<file path="config.mk">
export PLATFORM = sky130hd
export DESIGN_NAME = sub_result_stage_flat
export DESIGN_NICKNAME = d
export VERILOG_FILES = /design/src/rtl/sub_result_if.sv /design/src/rtl/sub_result_stage.sv /design/src/flat_wrapper.sv
export SDC_FILE = /design/constraint.sdc
export NUM_CORES = 1
export LEC_CHECK = 0
export ABC_AREA = 1
export CAP_MARGIN = 0
export CORE_UTILIZATION = 45
export DETAILED_ROUTE_END_ITERATION = 7
export HOLD_SLACK_MARGIN = 0.12
export PLACE_DENSITY_LB_ADDON = 0.05
export SYNTH_ARGS = -nofsm -noshare
export SYNTH_HDL_FRONTEND = slang
export SYNTH_SLANG_ARGS = --single-unit
</file>
<file path="constraint.sdc">
create_clock -name clk -period 1.8 [get_ports clk]
set_input_delay 0.54 -clock clk [delete_from_list [all_inputs] [get_ports clk]]
set_output_delay 0.54 -clock clk [all_outputs]
set_load 0.02 [all_outputs]
</file>
<file path="src/rtl/sub_result_if.sv">
// Handshake and data bundle between subtractor32bit and its registered result stage.
// master drives operands, results and out_ready; slave is the stage itself.
interface sub_result_if #(
  parameter int WIDTH     = 32,
  parameter int CNT_WIDTH = 16
);
  logic                 in_valid;
  logic                 in_ready;
  logic [WIDTH-1:0]     sub_in0;
  logic [WIDTH-1:0]     sub_in1;
  logic [WIDTH-1:0]     sub_out;
  logic                 sub_borrow;
  logic                 clr_count;
  logic                 out_valid;
  logic                 out_ready;
  logic [WIDTH-1:0]     out_result;
  logic                 out_borrow;
  logic                 out_zero;
  logic                 out_neg;
  logic                 out_ovf;
  logic [CNT_WIDTH-1:0] borrow_count;

  modport master (
    output in_valid, sub_in0, sub_in1, sub_out, sub_borrow, clr_count, out_ready,
    input  in_ready, out_valid, out_result, out_borrow, out_zero, out_neg, out_ovf,
           borrow_count
  );

  modport slave (
    input  in_valid, sub_in0, sub_in1, sub_out, sub_borrow, clr_count, out_ready,
    output in_ready, out_valid, out_result, out_borrow, out_zero, out_neg, out_ovf,
           borrow_count
  );
endinterface

</file>
<file path="src/rtl/sub_result_stage.sv">
// Registered result/flag stage behind subtractor32bit with a 2-entry skid buffer.
// One-cycle latency when empty; in_ready is a registered decode of state, independent of out_ready.
module sub_result_stage #(
  parameter int WIDTH     = 32,
  parameter int CNT_WIDTH = 16
) (
  input logic          clk,
  input logic          rst_n,
  sub_result_if.slave  bus
);

  typedef struct packed {
    logic [WIDTH-1:0] result;
    logic             borrow;
    logic             zero;
    logic             neg;
    logic             ovf;
  } entry_t;

  typedef enum logic [1:0] {EMPTY, ONE, FULL} state_t;

  state_t               state, state_nxt;
  entry_t               main_q, main_nxt;
  entry_t               skid_q, skid_nxt;
  entry_t               in_entry;
  logic                 in_ready_q;
  logic                 out_valid_q;
  logic [CNT_WIDTH-1:0] cnt_q, cnt_nxt;
  logic                 accept;
  logic                 pop;
  logic                 unused_bits;

  assign accept = bus.in_valid & in_ready_q;
  assign pop    = out_valid_q & bus.out_ready;

  // Only the operand sign bits matter for signed overflow.
  assign unused_bits = ^{bus.sub_in0[WIDTH-2:0], bus.sub_in1[WIDTH-2:0]};

  always_comb begin
    in_entry        = '0;
    in_entry.result = bus.sub_out;
    in_entry.borrow = bus.sub_borrow;
    in_entry.zero   = ~|bus.sub_out;
    in_entry.neg    = bus.sub_out[WIDTH-1];
    in_entry.ovf    = (bus.sub_in0[WIDTH-1] ^ bus.sub_in1[WIDTH-1]) &
                      (bus.sub_in0[WIDTH-1] ^ bus.sub_out[WIDTH-1]);
  end

  always_comb begin
    state_nxt = state;
    main_nxt  = main_q;
    skid_nxt  = skid_q;
    case (state)
      EMPTY: begin
        if (accept) begin
          main_nxt  = in_entry;
          state_nxt = ONE;
        end
      end
      ONE: begin
        if (accept && pop) begin
          main_nxt = in_entry;
        end else if (accept) begin
          skid_nxt  = in_entry;
          state_nxt = FULL;
        end else if (pop) begin
          state_nxt = EMPTY;
        end
      end
      FULL: begin
        if (pop) begin
          main_nxt  = skid_q;
          state_nxt = ONE;
        end
      end
      default: state_nxt = EMPTY;
    endcase
  end

  // Clear wins over a same-cycle increment; increment stops at all-ones.
  always_comb begin
    cnt_nxt = cnt_q;
    if (bus.clr_count) begin
      cnt_nxt = '0;
    end else if (accept && bus.sub_borrow && (cnt_q != {CNT_WIDTH{1'b1}})) begin
      cnt_nxt = cnt_q + 1'b1;
    end
  end

  always_ff @(posedge clk or negedge rst_n) begin
    if (!rst_n) begin
      state       <= EMPTY;
      main_q      <= '0;
      skid_q      <= '0;
      in_ready_q  <= 1'b1;
      out_valid_q <= 1'b0;
      cnt_q       <= '0;
    end else begin
      state       <= state_nxt;
      main_q      <= main_nxt;
      skid_q      <= skid_nxt;
      in_ready_q  <= (state_nxt != FULL);
      out_valid_q <= (state_nxt != EMPTY);
      cnt_q       <= cnt_nxt;
    end
  end

  assign bus.in_ready     = in_ready_q;
  assign bus.out_valid    = out_valid_q;
  assign bus.out_result   = main_q.result;
  assign bus.out_borrow   = main_q.borrow;
  assign bus.out_zero     = main_q.zero;
  assign bus.out_neg      = main_q.neg;
  assign bus.out_ovf      = main_q.ovf;
  assign bus.borrow_count = cnt_q;

endmodule
</file>
<file path="src/flat_wrapper.sv">
// flat-port wrapper written by rule: the top's interface ports become plain ports
module sub_result_stage_flat 
#(
  parameter int WIDTH     = 32,
  parameter int CNT_WIDTH = 16
)
  (clk, rst_n, bus_in_valid, bus_sub_in0, bus_sub_in1, bus_sub_out, bus_sub_borrow, bus_clr_count, bus_out_ready, bus_in_ready, bus_out_valid, bus_out_result, bus_out_borrow, bus_out_zero, bus_out_neg, bus_out_ovf, bus_borrow_count);
  sub_result_if #(.WIDTH(WIDTH), .CNT_WIDTH(CNT_WIDTH)) bus_i ();
  input logic clk;
  input logic rst_n;
  input wire logic [$bits(bus_i.in_valid)-1:0] bus_in_valid;
  input wire logic [$bits(bus_i.sub_in0)-1:0] bus_sub_in0;
  input wire logic [$bits(bus_i.sub_in1)-1:0] bus_sub_in1;
  input wire logic [$bits(bus_i.sub_out)-1:0] bus_sub_out;
  input wire logic [$bits(bus_i.sub_borrow)-1:0] bus_sub_borrow;
  input wire logic [$bits(bus_i.clr_count)-1:0] bus_clr_count;
  input wire logic [$bits(bus_i.out_ready)-1:0] bus_out_ready;
  output wire logic [$bits(bus_i.in_ready)-1:0] bus_in_ready;
  output wire logic [$bits(bus_i.out_valid)-1:0] bus_out_valid;
  output wire logic [$bits(bus_i.out_result)-1:0] bus_out_result;
  output wire logic [$bits(bus_i.out_borrow)-1:0] bus_out_borrow;
  output wire logic [$bits(bus_i.out_zero)-1:0] bus_out_zero;
  output wire logic [$bits(bus_i.out_neg)-1:0] bus_out_neg;
  output wire logic [$bits(bus_i.out_ovf)-1:0] bus_out_ovf;
  output wire logic [$bits(bus_i.borrow_count)-1:0] bus_borrow_count;
  assign bus_i.in_valid = bus_in_valid;
  assign bus_i.sub_in0 = bus_sub_in0;
  assign bus_i.sub_in1 = bus_sub_in1;
  assign bus_i.sub_out = bus_sub_out;
  assign bus_i.sub_borrow = bus_sub_borrow;
  assign bus_i.clr_count = bus_clr_count;
  assign bus_i.out_ready = bus_out_ready;
  assign bus_in_ready = bus_i.in_ready;
  assign bus_out_valid = bus_i.out_valid;
  assign bus_out_result = bus_i.out_result;
  assign bus_out_borrow = bus_i.out_borrow;
  assign bus_out_zero = bus_i.out_zero;
  assign bus_out_neg = bus_i.out_neg;
  assign bus_out_ovf = bus_i.out_ovf;
  assign bus_borrow_count = bus_i.borrow_count;
  sub_result_stage #(.WIDTH(WIDTH), .CNT_WIDTH(CNT_WIDTH)) u_core (.clk(clk), .rst_n(rst_n), .bus(bus_i));
endmodule
</file>
## After elaboration in Yosys (flattened, before gate mapping)

Cells that the tools add are included.

| cells by class | value |
|---|---|
| reductions and logical operators | 11 |
| equality and inequality tests | 7 |
| add/sub/neg operators | 1 |
| mux-type cells | 12 |
| bitwise logic cells | 6 |

Operators with widths:

| cell | number |
|---|---|
| $mux W36 | 3 |
| $pmux W36 S3 | 1 |
| $mux W16 | 2 |
| $reduce_or A32 Y1 | 1 |
| $add A16 B1 Y16 const B | 1 |
| $ne A16 B16 Y1 const B | 1 |
| $mux W2 | 5 |
| $ne A2 B1 Y1 const B | 3 |
| $pmux W2 S3 | 1 |
| $reduce_and A4 Y1 | 1 |
| $reduce_bool A2 Y1 | 2 |
| $and A1 B1 Y1 | 3 |
| $logic_and A1 B1 Y1 | 3 |
| $reduce_and A3 Y1 | 1 |
| $reduce_bool A3 Y1 | 1 |
| $eq A2 B1 Y1 const B | 1 |
| $eq A2 B2 Y1 const B | 1 |
| $logic_not A2 Y1 | 1 |
| $ne A2 B2 Y1 const B | 1 |
| $xor A1 B1 Y1 | 2 |
| $logic_not A1 Y1 | 1 |
| $not A1 Y1 | 1 |

| storage, ports and cells | value |
|---|---|
| output and inout bits | 54 |
| bits of input ports | 102 |
| logic and storage cells | 51 |
| flip-flop bits (word level) | 92 |

## Logic depth before layout (Yosys ltp)

| depth | value |
|---|---|
| depth after elaboration | 6 |
| mapped depth | 10 |
| mapped depth without buffers | 9 |

## Least setup slack after synthesis

OpenSTA, ideal clock, no wires.

| timing | value |
|---|---|
| path type | register to register |
| start point | register u_core.cnt_q[1] (netlist: u_core.bus.borrow_count[1]) |
| end point | register u_core.cnt_q[8] (netlist: u_core.bus.borrow_count[8]) |
| stages on the path, launching flop included | 11 |
| library setup time | 65 ps |
| path buffers | 1 |
| data required time | 1,735 ps |
| path slack | 139 ps |
| arrival | 1,595 ps |
| clock period less this slack | 1,661 ps |
| cell sequence | dfrtp_1 > ha_1 > nand3_1 > inv_2 > nand2_2 > nor2_2 > nor2_2 > nor2_4 > buf_4 > nand2_1 > nand2_1 |

| between the ends | value |
|---|---|
| word-level cells in the longest chain between the ends | 3 |
| elaborated cells between the ends (all ways) | 6 |
| classes of those cells | add/sub: 1; eq/ne: 1; mux: 2; reduce/logical: 2 |

Ends and longest elaborated chain:

| element | RTL line | RTL |
|---|---|---|
| from (decl) | sub_result_stage.sv:28 | `logic [CNT_WIDTH-1:0] cnt_q, cnt_nxt;` |
| from (signal assigned) | sub_result_stage.sv:104 | `cnt_q <= cnt_nxt;` |
| $add A16 B1 Y16 / $ne A16 B16 Y1 (equally long branches) | sub_result_stage.sv:86, sub_result_stage.sv:85 |  |
| $mux W16 / $logic_and A1 B1 Y1 (equally long branches) | sub_result_stage.sv:85 | `end else if (accept && bus.sub_borrow && (cnt_q != {CNT_WIDTH{1'b1}})) begin` |
| $mux W16 / $reduce_bool A2 Y1 (equally long branches) | n/a |  |

Several ways; a longest one is shown, not always the timed one. The select of a mux whose other input is x is not followed.
A chain may end at the register's enable or synchronous reset.

## Worst setup path after layout

| timing | value |
|---|---|
| start point | register u_core.in_ready_q (netlist: u_core.bus.in_ready) |
| end point | output port bus_in_ready |

RTL lines:

| element | RTL line | RTL |
|---|---|---|
| from (decl) | sub_result_stage.sv:26 | `logic in_ready_q;` |
| from (signal assigned) | sub_result_stage.sv:102 | `in_ready_q <= (state_nxt != FULL);` |
| to (decl) | flat_wrapper.sv:18 | `output wire logic [$bits(bus_i.in_ready)-1:0] bus_in_ready;` |

No word-level cell between the ends.

==> results.json <==
{
  "status": "finished clean",
  "gp_congestion": 0.8380,
  "hold_viol": 0,
  "dieArea_um2": 9730,
  "fin_ws_ns": 0.06044,
  "power_density_nw_per_um2": 1436,
  "setup_viol": 0,
  "fin_util_pct": 63.50,
  "worst_path_dominant_cell_family": "flip-flops",
  "drv_cap": 0,
  "ys.flop_type": "dfrtp_1",
  "crit_chain": "clkdlybuf4s15_1",
  "fin_cells": 713,
  "crit_slowest_cell": "dfstp_2",
  "die_width_um": 98.64,
  "crit_type": "reg2out",
  "synth_top_area_share_pct": 52.99,
  "wl_per_cell_um": 13.97,
  "io_pins": 156,
  "slew_headroom_pct": 78.35,
  "layout_commonest_cell": "nand2_1",
  "p_total_w": 0.008109,
  "first_global_vias": 3591,
  "fmax_mhz": 574.9,
  "port_buffers": 93,
  "n_antenna_cell": 0,
  "vias": 3679,
  "yosys.area.top_type": "dfrtp_1",
  "synthCells": 488,
  "grt_usage_pct": 22.36,
  "dp_slack_ns": -0.2313,
  "viasPerCell": 5.160,
  "drc": 0,
  "synth-async-reset-ratio_pct": 100.0,
  "root_buffer": "clkbuf_8",
  "first_iter_violations": 142,
  "antenna_found_initial": 0,
  "cts_tree": "done",
  "overflow": 0,
  "tightest_slew_ns": 0.3248,
  "synthesis.nets": 591,
  "avgSynthCellArea_um2": 8.612,
  "min_period_over_period_pct": 96.64,
  "synth_seq_cells": 90,
  "coreArea_um2": 8891,
  "dr.pass1.iters": 4,
  "grt_pass1_wl_um": 17140,
  "skew_ns": 0.006265,
  "synthTopCellsByArea": "dfrtp_1 (53%), nand2_1 (13%), nor2_1 (6.5%)",
  "yosysWarnings": 0,
  "ir_drop_uv": 729.3,
  "worst-path-buf-inv": 1,
  "areaGrowthSynthToFinish_pct": 34.33,
  "max_stage_delay_ns": 0.55,
  "clkLatencyLatePin_ns": 0.35,
  "clock_sinks": 90,
  "initial_core_util_pct": 47.27,
  "syn_area_um2": 4203,
  "cts_buffers": 9,
  "cp-end-kind": "output port",
  "cts.clk_slew.worst_paths_ns": 0.08,
  "cp_data_arrival_time_ns": 1.20,
  "rsz0062_at_grt": "no",
  "layout_common_cells": "nand2_1 (150), dfrtp_1 (89), nor2_1 (73)",
  "crit_required_ns": 1.26,
  "drtAntennaViolNets": 0,
  "post-route-min-period_ns": 1.740,
  "drive_above_1_share_pct": 12.73,
  "cts_buffer_depth": 2,
  "dp.cells": 696,
  "die_h_um": 98.64,
  "htreeDepth": 3,
  "ys_types": 23,
  "synth-edff-count": 0,
  "grt_max_degree": 43,
  "row_count": 34,
  "slew_violations": 0,
  "n_fill_cell": 821,
  "critPathLaunchType": "flip-flop",
  "power_leakage_nw": 2.655,
  "yosysSeqAreaShare_pct": 53.62,
  "hold_path_class": "reg2reg",
  "cp_max_fo": 2,
  "dpl.hpwl_um": 7078,
  "drt-total-wl_um": 9963,
  "nets": 703
}
flip-flops by register name (all words and copies together), names as in the netlist:
signal                   cells
u_core.bus.out_valid         1
u_core.bus.out_result       31
u_core.bus.out_zero          1
u_core.bus.out_neg           1
u_core.bus.out_ovf           1
u_core.state                 2
u_core.bus.borrow_count     16
u_core.skid_q               35
u_core.bus.in_ready          1
u_core.bus.out_borrow        1
worst min-delay path, stage by stage (launching register included):
cell     delay [ns]
dfrtp_1        0.36
nand2_1        0.05
nand2_1        0.05
metal layers:
| metal | global-route usage [%] | routed length, µm | up-vias |
|---|---|---|---|
| met5 | 0 | 0 | - |
| met1 | 30.00 | 4643 | 1765 |
| met3 | 4.184 | 423 | 8 |
| li1 | - | - | 1827 |
| met4 | 6.544 | 92 | 0 |
| met2 | 37.16 | 4804 | 79 |
power breakdown:
| part | internal [W] | switching (W) |
|---|---|---|
| registers | 0.00283 | 0.000420 |
| clock network | 0.000965 | 0.000715 |
| logic | 0.00139 | 0.00179 |
synthesized netlist by cell type (2+ instances only):
master,count
a21oi_1,2
a31oi_1,33
buf_2,3
buf_4,8
clkbuf_1,10
dfrtp_1,89
inv_1,24
inv_2,3
mux2_2,21
nand2_1,150
nand2_2,2
nand3_1,15
nand4_1,15
nor2_1,73
nor2_2,2
nor2_4,2
o21ai_0,21
o21bai_1,4
xor2_1,7
timing repair:
action                     4_1_cts  5_1_grt
hold endpoints to repair        19        0
setup buffers                    0        0
resized for setup               54        3
setup endpoints to repair       54        3
hold buffers                     1        0
layout make-up:
cell class / instances / area (µm²) / area share [%]
sequential: 90 / 2253 / 39.92
multi-input combinational: 349 / 1734 / 30.72
timing repair buffer: 123 / 1177 / 20.86
clock inverter: 4 / 98.84 / 1.751
clock buffer: 12 / 145.1 / 2.571
inverter: 27 / 101.3 / 1.795
tap: 108 / 135.1 / 2.394
metrics by stage:
stage / cell area (µm²) / setup TNS [ns] / hold slack, ns
floorplan: 4203 / 0 / 0.2444
global placement: 5448 / -13.41 / 0.4648
detailed placement: 5448 / -13.70 / 0.4697
CTS: 5634 / 0 / 0.4901
global route: 5645 / 0 / 0.5191
finish: 5645 / 0 / 0.4886
final timing paths:
kind	startpoint	end	slack (ns)	cells after the start
worst max-delay path	u_core.bus.in_ready	bus_in_ready	0.06	1
worst min-delay path	u_core.bus.out_zero	u_core.bus.out_zero	0.49	2
worst max register to register	u_core.bus.borrow_count[0]	u_core.bus.borrow_count[10]	0.14	10
worst min register to register	u_core.bus.out_zero	u_core.bus.out_zero	0.49	2
max in group asynchronous	rst_n	u_core.bus.in_ready	0.61	3
min in group asynchronous	rst_n	u_core.bus.borrow_count[11]	0.62	2
kinds of logic after synthesis:
group	after synthesis	synth area share, %
buffers and inverters	49	5.359
adders and majority gates	1	0.2977
AOI/OAI and AO/OA	61	8.574
and+or+nand+nor	259	25.07
muxes	21	5.627
xor gates and xnor gates	7	1.459
DFF	90	53.62
No activity file was read; power rests on OpenSTA's default activity.
